## config.mk

```make
export PLATFORM = sky130hd
export DESIGN_NAME = pp_qk_read_sequencer
export DESIGN_NICKNAME = d
export VERILOG_FILES = /design/src/rtl/ping_pong_pkg.sv /design/src/rtl/pp_tile_addr_gen.sv /design/src/rtl/pp_qk_read_sequencer.sv
export SDC_FILE = /design/constraint.sdc
export NUM_CORES = 1
export LEC_CHECK = 0
export ABC_CLOCK_PERIOD_IN_PS = 2100
export BUFFER_PORTS_ARGS = -buffer_cell sky130_fd_sc_hd__buf_2
export CAP_MARGIN = 40
export CORE_AREA = 3 3 409 411
export CTS_CLUSTER_SIZE = 25
export DETAILED_ROUTE_END_ITERATION = 12
export DIE_AREA = 0 0 412 414
export SLEW_MARGIN = 20
export SYNTH_ARGS = -nofsm -noshare
export SYNTH_HDL_FRONTEND = slang
export SYNTH_SLANG_ARGS = --single-unit
```

## constraint.sdc

```tcl
create_clock -name clk -period 2.1 [get_ports clk]
set_input_delay 0.21 -clock clk [delete_from_list [all_inputs] [get_ports clk]]
set_output_delay 0.21 -clock clk [all_outputs]
set_load 0.1 [all_outputs]
```

## src/rtl/ping_pong_pkg.sv

```systemverilog
// Shared types and default geometry for the QnxKnT ping-pong buffer path.
package ping_pong_pkg;

    localparam int unsigned PP_INNER_BLK  = 4;
    localparam int unsigned PP_ROW_TILES  = 2;
    localparam int unsigned PP_COL_TILES  = 2;
    localparam int unsigned MAX_FLAG_PP   = PP_ROW_TILES * PP_COL_TILES;
    localparam int unsigned PP_SEQ_BEATS  = MAX_FLAG_PP * PP_INNER_BLK;

    typedef enum logic [2:0] {
        IDLE,
        WAIT_BANK,
        STREAM,
        DRAIN,
        RELEASE
    } pp_seq_state_t;

    // Counter width for a modulus n; never below one bit.
    function automatic int unsigned cnt_w(input int unsigned n);
        return (n > 1) ? $clog2(n) : 1;
    endfunction

endpackage

```

## src/rtl/pp_tile_addr_gen.sv

```systemverilog
// Nested k (fastest) / c / r tile counters with wrap and last-element flags.
module pp_tile_addr_gen
    import ping_pong_pkg::*;
#(
    parameter int unsigned INNER_BLK = PP_INNER_BLK,
    parameter int unsigned ROW_TILES = PP_ROW_TILES,
    parameter int unsigned COL_TILES = PP_COL_TILES,
    parameter int unsigned K_W       = cnt_w(INNER_BLK),
    parameter int unsigned C_W       = cnt_w(COL_TILES),
    parameter int unsigned R_W       = cnt_w(ROW_TILES)
) (
    input  logic           clk,
    input  logic           rst_n,
    input  logic           step,
    input  logic           clear,
    output logic [K_W-1:0] k,
    output logic [C_W-1:0] c,
    output logic [R_W-1:0] r,
    output logic           k_last_c,
    output logic           c_last_c,
    output logic           r_last_c
);

    assign k_last_c = (k == K_W'(INNER_BLK - 1));
    assign c_last_c = (c == C_W'(COL_TILES - 1));
    assign r_last_c = (r == R_W'(ROW_TILES - 1));

    // Advance k each step; carry into c, then r, each wrapping at its limit.
    always_ff @(posedge clk or negedge rst_n) begin
        if (!rst_n) begin
            k <= '0;
            c <= '0;
            r <= '0;
        end else if (clear) begin
            k <= '0;
            c <= '0;
            r <= '0;
        end else if (step) begin
            if (k_last_c) begin
                k <= '0;
                if (c_last_c) begin
                    c <= '0;
                    r <= r_last_c ? '0 : r + R_W'(1);
                end else begin
                    c <= c + C_W'(1);
                end
            end else begin
                k <= k + K_W'(1);
            end
        end
    end

endmodule

```

## src/rtl/pp_qk_read_sequencer.sv

```systemverilog
// Reads paired West/North words from the ready ping-pong bank and streams them
// tile by tile into the QnxKnT matmul, then releases the bank and swaps.
// Optional build macro: PP_SEQ_PERF_EN adds saturating busy/stall counters.
module pp_qk_read_sequencer
    import ping_pong_pkg::*;
#(
    parameter int unsigned INNER_BLK = PP_INNER_BLK,
    parameter int unsigned ROW_TILES = PP_ROW_TILES,
    parameter int unsigned COL_TILES = PP_COL_TILES,
    parameter int unsigned W_WIDTH   = 256,
    parameter int unsigned N_WIDTH   = 256,
    parameter int unsigned ADDR_W_W  = $clog2(ROW_TILES * INNER_BLK),
    parameter int unsigned ADDR_W_N  = $clog2(COL_TILES * INNER_BLK)
) (
    input  logic                clk,
    input  logic                rst_n,
    input  logic [1:0]          w_bank_full,
    input  logic [1:0]          n_bank_full,
    output logic [1:0]          bank_release,
    output logic                rd_bank,
    output logic                w_rd_en,
    output logic [ADDR_W_W-1:0] w_rd_addr,
    output logic                n_rd_en,
    output logic [ADDR_W_N-1:0] n_rd_addr,
    input  logic [W_WIDTH-1:0]  w_rd_data,
    input  logic [N_WIDTH-1:0]  n_rd_data,
    input  logic                mm_ready,
    output logic                mm_valid,
    output logic [W_WIDTH-1:0]  mm_w_data,
    output logic [N_WIDTH-1:0]  mm_n_data,
    output logic                mm_first,
    output logic                mm_last,
    output logic                seq_done
`ifdef PP_SEQ_PERF_EN
    ,
    output logic [31:0]         perf_busy_cyc,
    output logic [31:0]         perf_stall_cyc
`endif
);

    localparam int unsigned K_W = cnt_w(INNER_BLK);
    localparam int unsigned C_W = cnt_w(COL_TILES);
    localparam int unsigned R_W = cnt_w(ROW_TILES);

    pp_seq_state_t  state;
    logic [K_W-1:0] k;
    logic [C_W-1:0] c;
    logic [R_W-1:0] r;
    logic           k_last_c;
    logic           c_last_c;
    logic           r_last_c;
    logic           advance_c;
    logic           issue_c;
    logic           last_issue_c;

    // A read may go out only when the output slot is empty or draining this cycle.
    assign advance_c    = ~mm_valid | mm_ready;
    assign issue_c      = (state == STREAM) & advance_c;
    assign last_issue_c = issue_c & k_last_c & c_last_c & r_last_c;

    assign w_rd_en   = issue_c;
    assign n_rd_en   = issue_c;
    assign w_rd_addr = ADDR_W_W'(32'(r) * INNER_BLK + 32'(k));
    assign n_rd_addr = ADDR_W_N'(32'(c) * INNER_BLK + 32'(k));

    // Read data arrives one cycle after issue and is held by the buffer while en is low.
    assign mm_w_data = mm_valid ? w_rd_data : '0;
    assign mm_n_data = mm_valid ? n_rd_data : '0;

    pp_tile_addr_gen #(
        .INNER_BLK (INNER_BLK),
        .ROW_TILES (ROW_TILES),
        .COL_TILES (COL_TILES),
        .K_W       (K_W),
        .C_W       (C_W),
        .R_W       (R_W)
    ) u_addr_gen (
        .clk      (clk),
        .rst_n    (rst_n),
        .step     (issue_c),
        .clear    (state == RELEASE),
        .k        (k),
        .c        (c),
        .r        (r),
        .k_last_c (k_last_c),
        .c_last_c (c_last_c),
        .r_last_c (r_last_c)
    );

    // Bank sequencing FSM plus the registered beat-valid/marker stage.
    always_ff @(posedge clk or negedge rst_n) begin
        if (!rst_n) begin
            state        <= IDLE;
            rd_bank      <= 1'b0;
            mm_valid     <= 1'b0;
            mm_first     <= 1'b0;
            mm_last      <= 1'b0;
            bank_release <= '0;
            seq_done     <= 1'b0;
        end else begin
            bank_release <= '0;
            seq_done     <= 1'b0;

            if (issue_c) begin
                mm_valid <= 1'b1;
                mm_first <= (k == '0);
                mm_last  <= k_last_c;
            end else if (mm_ready) begin
                mm_valid <= 1'b0;
                mm_first <= 1'b0;
                mm_last  <= 1'b0;
            end

            case (state)
                IDLE:      state <= WAIT_BANK;
                WAIT_BANK: if (w_bank_full[rd_bank] & n_bank_full[rd_bank]) state <= STREAM;
                STREAM:    if (last_issue_c) state <= DRAIN;
                DRAIN: begin
                    if (mm_valid & mm_ready) begin
                        state                 <= RELEASE;
                        bank_release[rd_bank] <= 1'b1;
                        seq_done              <= 1'b1;
                    end
                end
                RELEASE: begin
                    rd_bank <= ~rd_bank;
                    state   <= WAIT_BANK;
                end
                default:   state <= IDLE;
            endcase
        end
    end

    // The writer must not withdraw the bank while it is being streamed.
    full_held_a: assert property (@(posedge clk) disable iff (!rst_n)
        (state == STREAM) |-> (w_bank_full[rd_bank] & n_bank_full[rd_bank]));

`ifdef PP_SEQ_PERF_EN
    // Saturating activity and backpressure counters, cleared only by reset.
    always_ff @(posedge clk or negedge rst_n) begin
        if (!rst_n) begin
            perf_busy_cyc  <= '0;
            perf_stall_cyc <= '0;
        end else begin
            if ((state != IDLE) && (state != WAIT_BANK) && (perf_busy_cyc != '1))
                perf_busy_cyc <= perf_busy_cyc + 32'd1;
            if (mm_valid && !mm_ready && (perf_stall_cyc != '1))
                perf_stall_cyc <= perf_stall_cyc + 32'd1;
        end
    end
`endif

endmodule

```

Word-level counts from Yosys, hierarchy flattened. Index checks and enable logic that the tools add are counted.

Multiplexer cells: 32. Magnitude comparators: 2. Reduce and logical (&&, ||, !) cells: 11. Equal/unequal tests: 8. Add/subtract/negate cells: 5. Bitwise operators: 9.

Operator list (number): two-way mux 256 bit (2); two-way mux 1 bit (20); one-hot mux 3 bit (4 select lines) (1); two-way mux 2 bit (5); two-way mux 3 bit (3); nonzero test 2 bit (4); adder 3 x 2 -> 3 bit (2); bitwise AND 1 bit (6); == test 3 x 2 -> 1 bit, second input constant (2); inequality test 2 bit, second input constant (3); AND reduction 3 bit (2); == test 3 x 1 -> 1 bit, second input constant (1); == test 3 bit, second input constant (1); zero test 3 bit (1); adder 1 bit, second input constant (2); adder 2 x 1 -> 2 bit, second input constant (1); == test 2 bit, second input constant (1); zero test 2 bit (1); less-than comparator 1 x 2 -> 1 bit, second input constant (1); NOT 1 bit (2); AND reduction 2 bit (1); OR reduction 2 bit (1); demux 1 bit (select 1 bit) (1); >= comparator 1 bit, second input constant (1); other kinds (2) (2).

Bits of input ports: 519. Register bits after elaboration: 14. Word-level logic and storage cells: 77. Output and inout port bits: 527.

Longest topological paths before layout. Gate-level depths: netlist of the first run.

Depth after elaboration: 8. Depth in mapped cells: 4. Depth with buffers taken out: 4.

By module. Synthesis of the first run repeated with hierarchy kept, for this count alone.

Cells, all modules: 631. Area total of the unflattened synthesis: 4127.7 um2.

By module, submodules not included: pp_qk_read_sequencer (area an instance 3916.3 um2, instances 1, seq. area each 250.2 um2, cells an instance 613); pp_tile_addr_gen (area an instance 211.5 um2, instances 1, seq. area each 100.1 um2, cells an instance 18).

Worst setup path after synthesis of the first run. OpenSTA, ideal clock, no wires.

Path kind: register -> output. Start point: register mm_valid. End point: output w_rd_en. Stages on the path, launching flop included: 4. Setup slack: -1020 ps. Buffers on the path: 1. Data required time: 1890 ps. Arrival: 2910 ps. Cell sequence: dfrtp_1 nor2b_1 nor2_1 buf_4.

Longest elaborated chain between the ends: 3.

Ends and longest elaborated chain: start: declaration (RTL line pp_qk_read_sequencer.sv:28) `output logic mm_valid,`; start signal: assignment (RTL line pp_qk_read_sequencer.sv:95) `mm_valid <= 1'b0;`; start signal: assignment (RTL line pp_qk_read_sequencer.sv:105) `mm_valid <= 1'b1;`; start signal: assignment (RTL line pp_qk_read_sequencer.sv:109) `mm_valid <= 1'b0;`; NOT 1 bit (RTL line pp_qk_read_sequencer.sv:57) `assign advance_c = ~mm_valid | mm_ready;`; bitwise OR 1 bit (RTL line pp_qk_read_sequencer.sv:57); bitwise AND 1 bit (RTL line pp_qk_read_sequencer.sv:58) `assign issue_c = (state == STREAM) & advance_c;`; end: declaration (RTL line pp_qk_read_sequencer.sv:21) `output logic w_rd_en,`.

Every way passes these cells.

Worst setup path after layout of the first run.
Start point: register mm_valid. End point: output mm_w_data[196].

Longest elaborated chain between the ends: 1.

Ends and longest elaborated chain: two-way mux 256 bit (RTL line pp_qk_read_sequencer.sv:67) `assign mm_w_data = mm_valid ? w_rd_data : '0;`; end: declaration (RTL line pp_qk_read_sequencer.sv:29) `output logic [W_WIDTH-1:0] mm_w_data,`.

Every way passes these cells.

==> results.toml, run 1 <==
[setup_path]
critPathTopFamily = "buffers and inverters"
crit_slowest_cell = "dfrtp_4"
worstPathRequired_ns = 1.89
critPathLaunch = "mm_valid$_DFFE_PN0P_"
max_stage_delay_ns = 0.47
start_kind = "flop"
cp.arrival_ns = 1.79
end_kind = "primary output"
cp_num_buf_inv = 3
crit_type = "reg -> out"
path_max_fanout = 119
cp_common_cell = "buf_12"
crit_chain = "buf_12, buf_12, and2_2, buf_12"
reg2reg_from = "state[2]$_DFFE_PN0P_"

[sta]
min_period_ns = 2.002
fin_tns_setup_ns = 0
worst_slew_pin_slew_ns = 0.6918
relSlewSlack = 0.5420
rsz0062_at_grt = "no"
finalHoldViolations = 0
fmax_mhz = 499.6
finalClockSkew_ns = 0.004841
worst_slack_ns = 0.09844
setup_viol = 0
final-max-slew-violation-count = 0
fin_crit_sh = 0.9531

[floorplan]
core_area_um2 = 164400
io_pins = 1046
die_y_um = 414
dieArea_um2 = 170600
die_x_um = 412
initial_core_util = 0.02522
num_rows = 149

[synth]
yosysTopAreaCell = "and2_1"
yosys-top-cells-area = "and2_1, dfrtp_1, clkbuf_1"
synthCells = 641
ys_ff_latch = 14
syn-cell-area_um2 = 4146
ys.flop_type = "dfrtp_1"
ys_seq_area_frac = 0.08449
ys_warn_count = 0
netlist_top_cells_count = "and2_1, clkbuf_1, dfrtp_1"
synth_top_area_frac = 0.7740
async_reset_ff_frac = 1.000
synth-edff-count = 0
synth_nets = 1162
avgSynthCellArea_um2 = 6.469
ys_types = 29
yosysMostFrequentCell = "and2_1"

[layout]
final_cells = 3880
drive_gt1_frac = 0.9621
utilization = 0.1251
area_delta_synth_final_pct = 396.2
final_nets = 2159

[routing]
dr_total_vias = 10370
dr.pass1.iters = 6
ant_nets = 0
drt_first_iter_violations = 518
via_per_inst = 2.671
drcViolationCount = 0
routed_wl_um = 145200
routedWlPerCell_um = 37.42

[power]
power_density_nw_per_um2 = 1832
leakage_nw = 8.691
power.total_mw = 37.69
ir_drop_mv = 0.9096

[hold_path]
hp-class = "in -> reg"
min_from = "mm_ready"

[global_routing]
grt_use_total = 0.1635
grt_max_degree = 120
grt-ovfl-total = 0
grt_pass1_wl_um = 168400
antenna_found_initial = 322
grt_pass1_vias = 9858

[clock_network]
cts_buffers = 3
cts_setup_buffers = 0
h-tree-depth = 1
cts_tree = "built"
cts_root_buf = "clkbuf_16"
clkTransAtPathRegs_ns = 0.05
cts.sinks = 14
clk_path_buf_depth = 2
clock_latency_ns = 0.25

[place]
io_buffer_count = 1045
dpl.hpwl_um = 139500
routabilityCongestion = 1.218
dp_cells = 3821
dp_slack_ns = 0.3757

[job]
max_cap_violations = 0

[run_status]
outcome = "completed"
-- flip-flops by register name, summed over array words and instances (netlist names) --
signal,cells
u_addr_gen.c,1
state,3
seq_done,1
mm_valid,1
u_addr_gen.r,1
u_addr_gen.k,2
bank_release,2
mm_last,1
mm_first,1
rd_bank,1
-- report_power, final --
part / total [mW] / switching (mW) / internal [mW]
Combinational: 36.7 / 25.3 / 11.4
Sequential: 0.529 / 0.167 / 0.363
Clock: 0.414 / 0.124 / 0.290
Total: 37.7 / 25.6 / 12.1
-- path summary, 6_finish.rpt --
check / slack (ns) / depth (start not counted) / endpoint
worst max-delay path: 0.1 / 4 / mm_w_data[196]
worst min-delay path: 0.31 / 3 / mm_last$_DFFE_PN0P_
worst max register to register: 0.45 / 3 / u_addr_gen.k[0]$_DFFE_PN0P_
worst min register to register: 0.53 / 1 / bank_release[0]$_DFF_PN0_
max in group asynchronous: 1.33 / 2 / mm_valid$_DFFE_PN0P_
min in group asynchronous: 0.49 / 2 / state[0]$_DFFE_PN0P_
-- per-stage QoR --
step,area (um^2),hold WS (ns)
2_1_floorplan,4796,-0.08559
3_3_place_gp,20340,0.1259
3_5_place_dp,20340,0.1405
4_1_cts,20440,0.3189
5_1_grt,20480,0.3389
6_report,20570,0.3138
-- timing repair --
item / in CTS / in global routing
resized for setup: 0 / 0
hold endpoints to repair: 14 / 0
hold buffers: 1 / 0
-- layout make-up --
cell class,count,area (um^2)
fill,18730,143900
timing repair buffer,1057,13090
multi-input combinational,559,4160
tap,2189,2739
sequential,14,354.1
antenna,54,135.1
clock buffer,4,88.84
inverter,3,11.26
-- metal layers --
layer	GRT usage	part of all wire	vias to the layer above	wire [um]
met5	0	0.0029	-	428
met4	0.006575	0.025	26	3697
met3	0.1046	0.15	553	21250
met2	0.2724	0.45	1270	65180
met1	0.1837	0.38	4541	54630
li1	-	-	3975	-
-- worst min-delay path, stage by stage --
cell and delay [ns]:
buf_2 0.13, nand2b_1 0.11, o21ai_0 0.07
-- logic make-up after synthesis --
family,share of synthesized area
AND/OR/NAND/NOR,0.8193
XOR/XNOR,0.002113
multiplexers,0.002414
adder cells (fa/ha/maj),0.006034
AO/OA/AOI/OAI,0.01720
flip-flops,0.08449
buffers and inverters,0.06850
-- placed cells by master, fill, tap and decap left out --
cell,count
buf_2,528
buf_12,517
and2_2,512
diode_2,54
dfrtp_1,13
buf_4,11
o21ai_0,6
nand2b_1,5
nand2_1,5
nand3_1,4
nor3b_1,4
inv_1,3
nor2b_1,3
a21oi_1,3
clkbuf_16,3
ha_1,2
or3b_4,1
nor2_4,1
and2_1,1
a41o_1,1
and4b_1,1
nor4bb_1,1
nand4_1,1
and4_1,1
or4_1,1
or3_1,1
o31ai_1,1
nor3_1,1
o2bb2ai_1,1
mux2i_1,1
xor2_1,1
clkbuf_8,1
dlygate4sd3_1,1
dfrtp_4,1
(Power assumes the default switching activity.)
==> run 2, diff against run 1 <==
REMOVE_ABC_BUFFERS = 1   (was unset)
==> run 2 against run 1 <==
Net effect: register-to-register slack worse by 0.06 ns; largest power group unchanged; combinational power barely moved; non-clock buffer count is 5 higher; maximum frequency decreased by 3.3%; final cell count fell by 0.34%; critical path type unchanged; hold slack better by 0.042 ns.
==> results.toml, run 2 (synthesized netlist as in run 1, its figures left out) <==
[run_status]
outcome = "completed"

[floorplan]
die_y_um = 414
dieArea_um2 = 170600
io_pins = 1046
die_x_um = 412
initial_core_util = 0.02522
num_rows = 149
core_area_um2 = 164400

[clock_network]
cts.sinks = 14
clk_path_buf_depth = 2
clkTransAtPathRegs_ns = 0.05
cts_tree = "built"
h-tree-depth = 1
clock_latency_ns = 0.25
cts_root_buf = "clkbuf_16"
cts_buffers = 3

[hold_path]
min_from = "mm_ready"
hold_depth = 3
min_to = "mm_last$_DFFE_PN0P_"
hp-class = "in -> reg"

[routing]
drt_first_iter_violations = 631
routed_wl_um = 148800
dr_total_vias = 9846
drcViolationCount = 0
routedWlPerCell_um = 38.48
via_per_inst = 2.546
dr.pass1.iters = 5
ant_nets = 0

[sta]
fin_crit_sh = 0.9861
fmax_mhz = 482.9
min_period_ns = 2.071
finalClockSkew_ns = 0.003367
fin_tns_setup_ns = 0
setup_viol = 0
worst_slew_pin_slew_ns = 0.6656
relSlewSlack = 0.5593
finalHoldViolations = 0
final-max-slew-violation-count = 0
rsz0062_at_grt = "no"

[global_routing]
grt_max_degree = 85
grt-ovfl-total = 0
grt_pass1_wl_um = 169900
grt_pass1_vias = 9193
antenna_found_initial = 295
grt_use_total = 0.1673

[setup_path]
crit_type = "reg -> out"
timing.rr.end = "state[0]$_DFFE_PN0P_"
cp_common_cell = "buf_16"
max_stage_delay_ns = 0.51
crit_chain = "buf_16, buf_16, and2_1, buf_12"
cp.arrival_ns = 1.86
rrSetupSlack_ns = 0.39
critPathTopFamily = "buffers and inverters"
worstPathRequired_ns = 1.89
end_kind = "primary output"
crit_slowest_cell = "dfrtp_4"
worst_r2r_path_depth = 5
cp_num_buf_inv = 3
start_kind = "flop"
path_max_fanout = 62
reg2reg_from = "mm_valid$_DFFE_PN0P_"

[power]
clockPowerShare = 0.011
swShare = 0.6904
p_int_mw = 11.62
power_density_nw_per_um2 = 1875
combPwrFrac = 0.975
leakage_nw = 8.359
ir_drop_mv = 0.7363
seqPwrFrac = 0.015
p_sw_mw = 25.91

[place]
place_area_um2 = 19770
dp_cells = 3825
io_buffer_count = 1045
dpl.hpwl_um = 143600
routabilityCongestion = 1.066

[layout]
drive_gt1_frac = 0.6510
area_delta_synth_final_pct = 382.6
final_cell_mix = "buf_2, buf_12, and2_1"
final_cells = 3867
largest_reg_flops = 3
nFillCells = 18830
utilization = 0.1217
layout_commonest_cell = "buf_2"
largest_registers = "state (3), bank_release (2), u_addr_gen.k (2)"
final_nets = 2164
stdcell_area_um2 = 20010
top_register = "state"

[job]
max_cap_violations = 0
-- run 2: area by class of cell --
class                      instances  area (um^2)  share of cell area
antenna                           36        90.09            0.004502
tap                             2189         2739              0.1369
inverter                           3        11.26           0.0005627
sequential                        14        354.1             0.01769
multi-input combinational        559         3517              0.1758
timing repair buffer            1062        13210              0.6602
clock buffer                       4        88.84            0.004439
-- run 2: routing by layer --
| metal | global-route usage | up-vias | share of wire |
|---|---|---|---|
| li1 | - | 3963 | - |
| met1 | 0.1608 | 4227 | 0.31 |
| met2 | 0.2981 | 1160 | 0.49 |
| met3 | 0.1226 | 476 | 0.18 |
| met4 | 0.01193 | 20 | 0.024 |
| met5 | 0 | - | 0.00093 |
-- run 2: worst reg2reg max path, stage by stage (launching register included) --
cell and delay (ns):
dfrtp_4 0.51, buf_16 0.25, buf_6 0.25, nand2b_1 0.15, a41o_1 0.28, and4_1 0.15
-- run 2: worst max path at each step --
stage | startpoint | endpoint | slack (ns) | depth (start not counted)
final | mm_valid$_DFFE_PN0P_ | mm_n_data[102] | 0.03 | 4
after global routing | mm_valid$_DFFE_PN0P_ | w_rd_en | 0.002 | 5
after CTS | mm_valid$_DFFE_PN0P_ | mm_n_data[88] | 0.004 | 4
after detailed placement | mm_valid$_DFFE_PN0P_ | mm_n_data[88] | 0.26 | 4
after global placement | mm_valid$_DFFE_PN0P_ | mm_n_data[88] | 0.25 | 4
after floorplan | mm_valid$_DFFE_PN0P_ | mm_first$_DFFE_PN0P_ | -5.41 | 3
-- run 2: metrics by stage --
stage | power, mW | setup WS (ns) | hold slack (ns)
final | 37.52 | 0.02914 | 0.3554
after global routing | 38.66 | 0.002152 | 0.3578
after CTS | 37.77 | 0.004108 | 0.3359
after detailed placement | 37.27 | 0.2600 | 0.1343
after global placement | 37.29 | 0.2492 | 0.1356
after floorplan | 10.32 | -5.411 | -0.08559
-- run 2: repair_timing --
action,4_1_cts,5_1_grt
setup endpoints to repair,1,31
resized for setup,1,6
endpoints found under the hold margin,14,0
hold buffers,1,0
setup buffers,0,0
gates cloned,0,1
-- run 2: power by group through the flow --
stage	logic, mW	registers, mW	clock network, mW
after global routing	37.7	0.553	0.430
after floorplan	9.09	1.23	0
final	36.6	0.544	0.412
after global placement	36.8	0.515	0
after CTS	36.8	0.516	0.417
after detailed placement	36.7	0.517	0
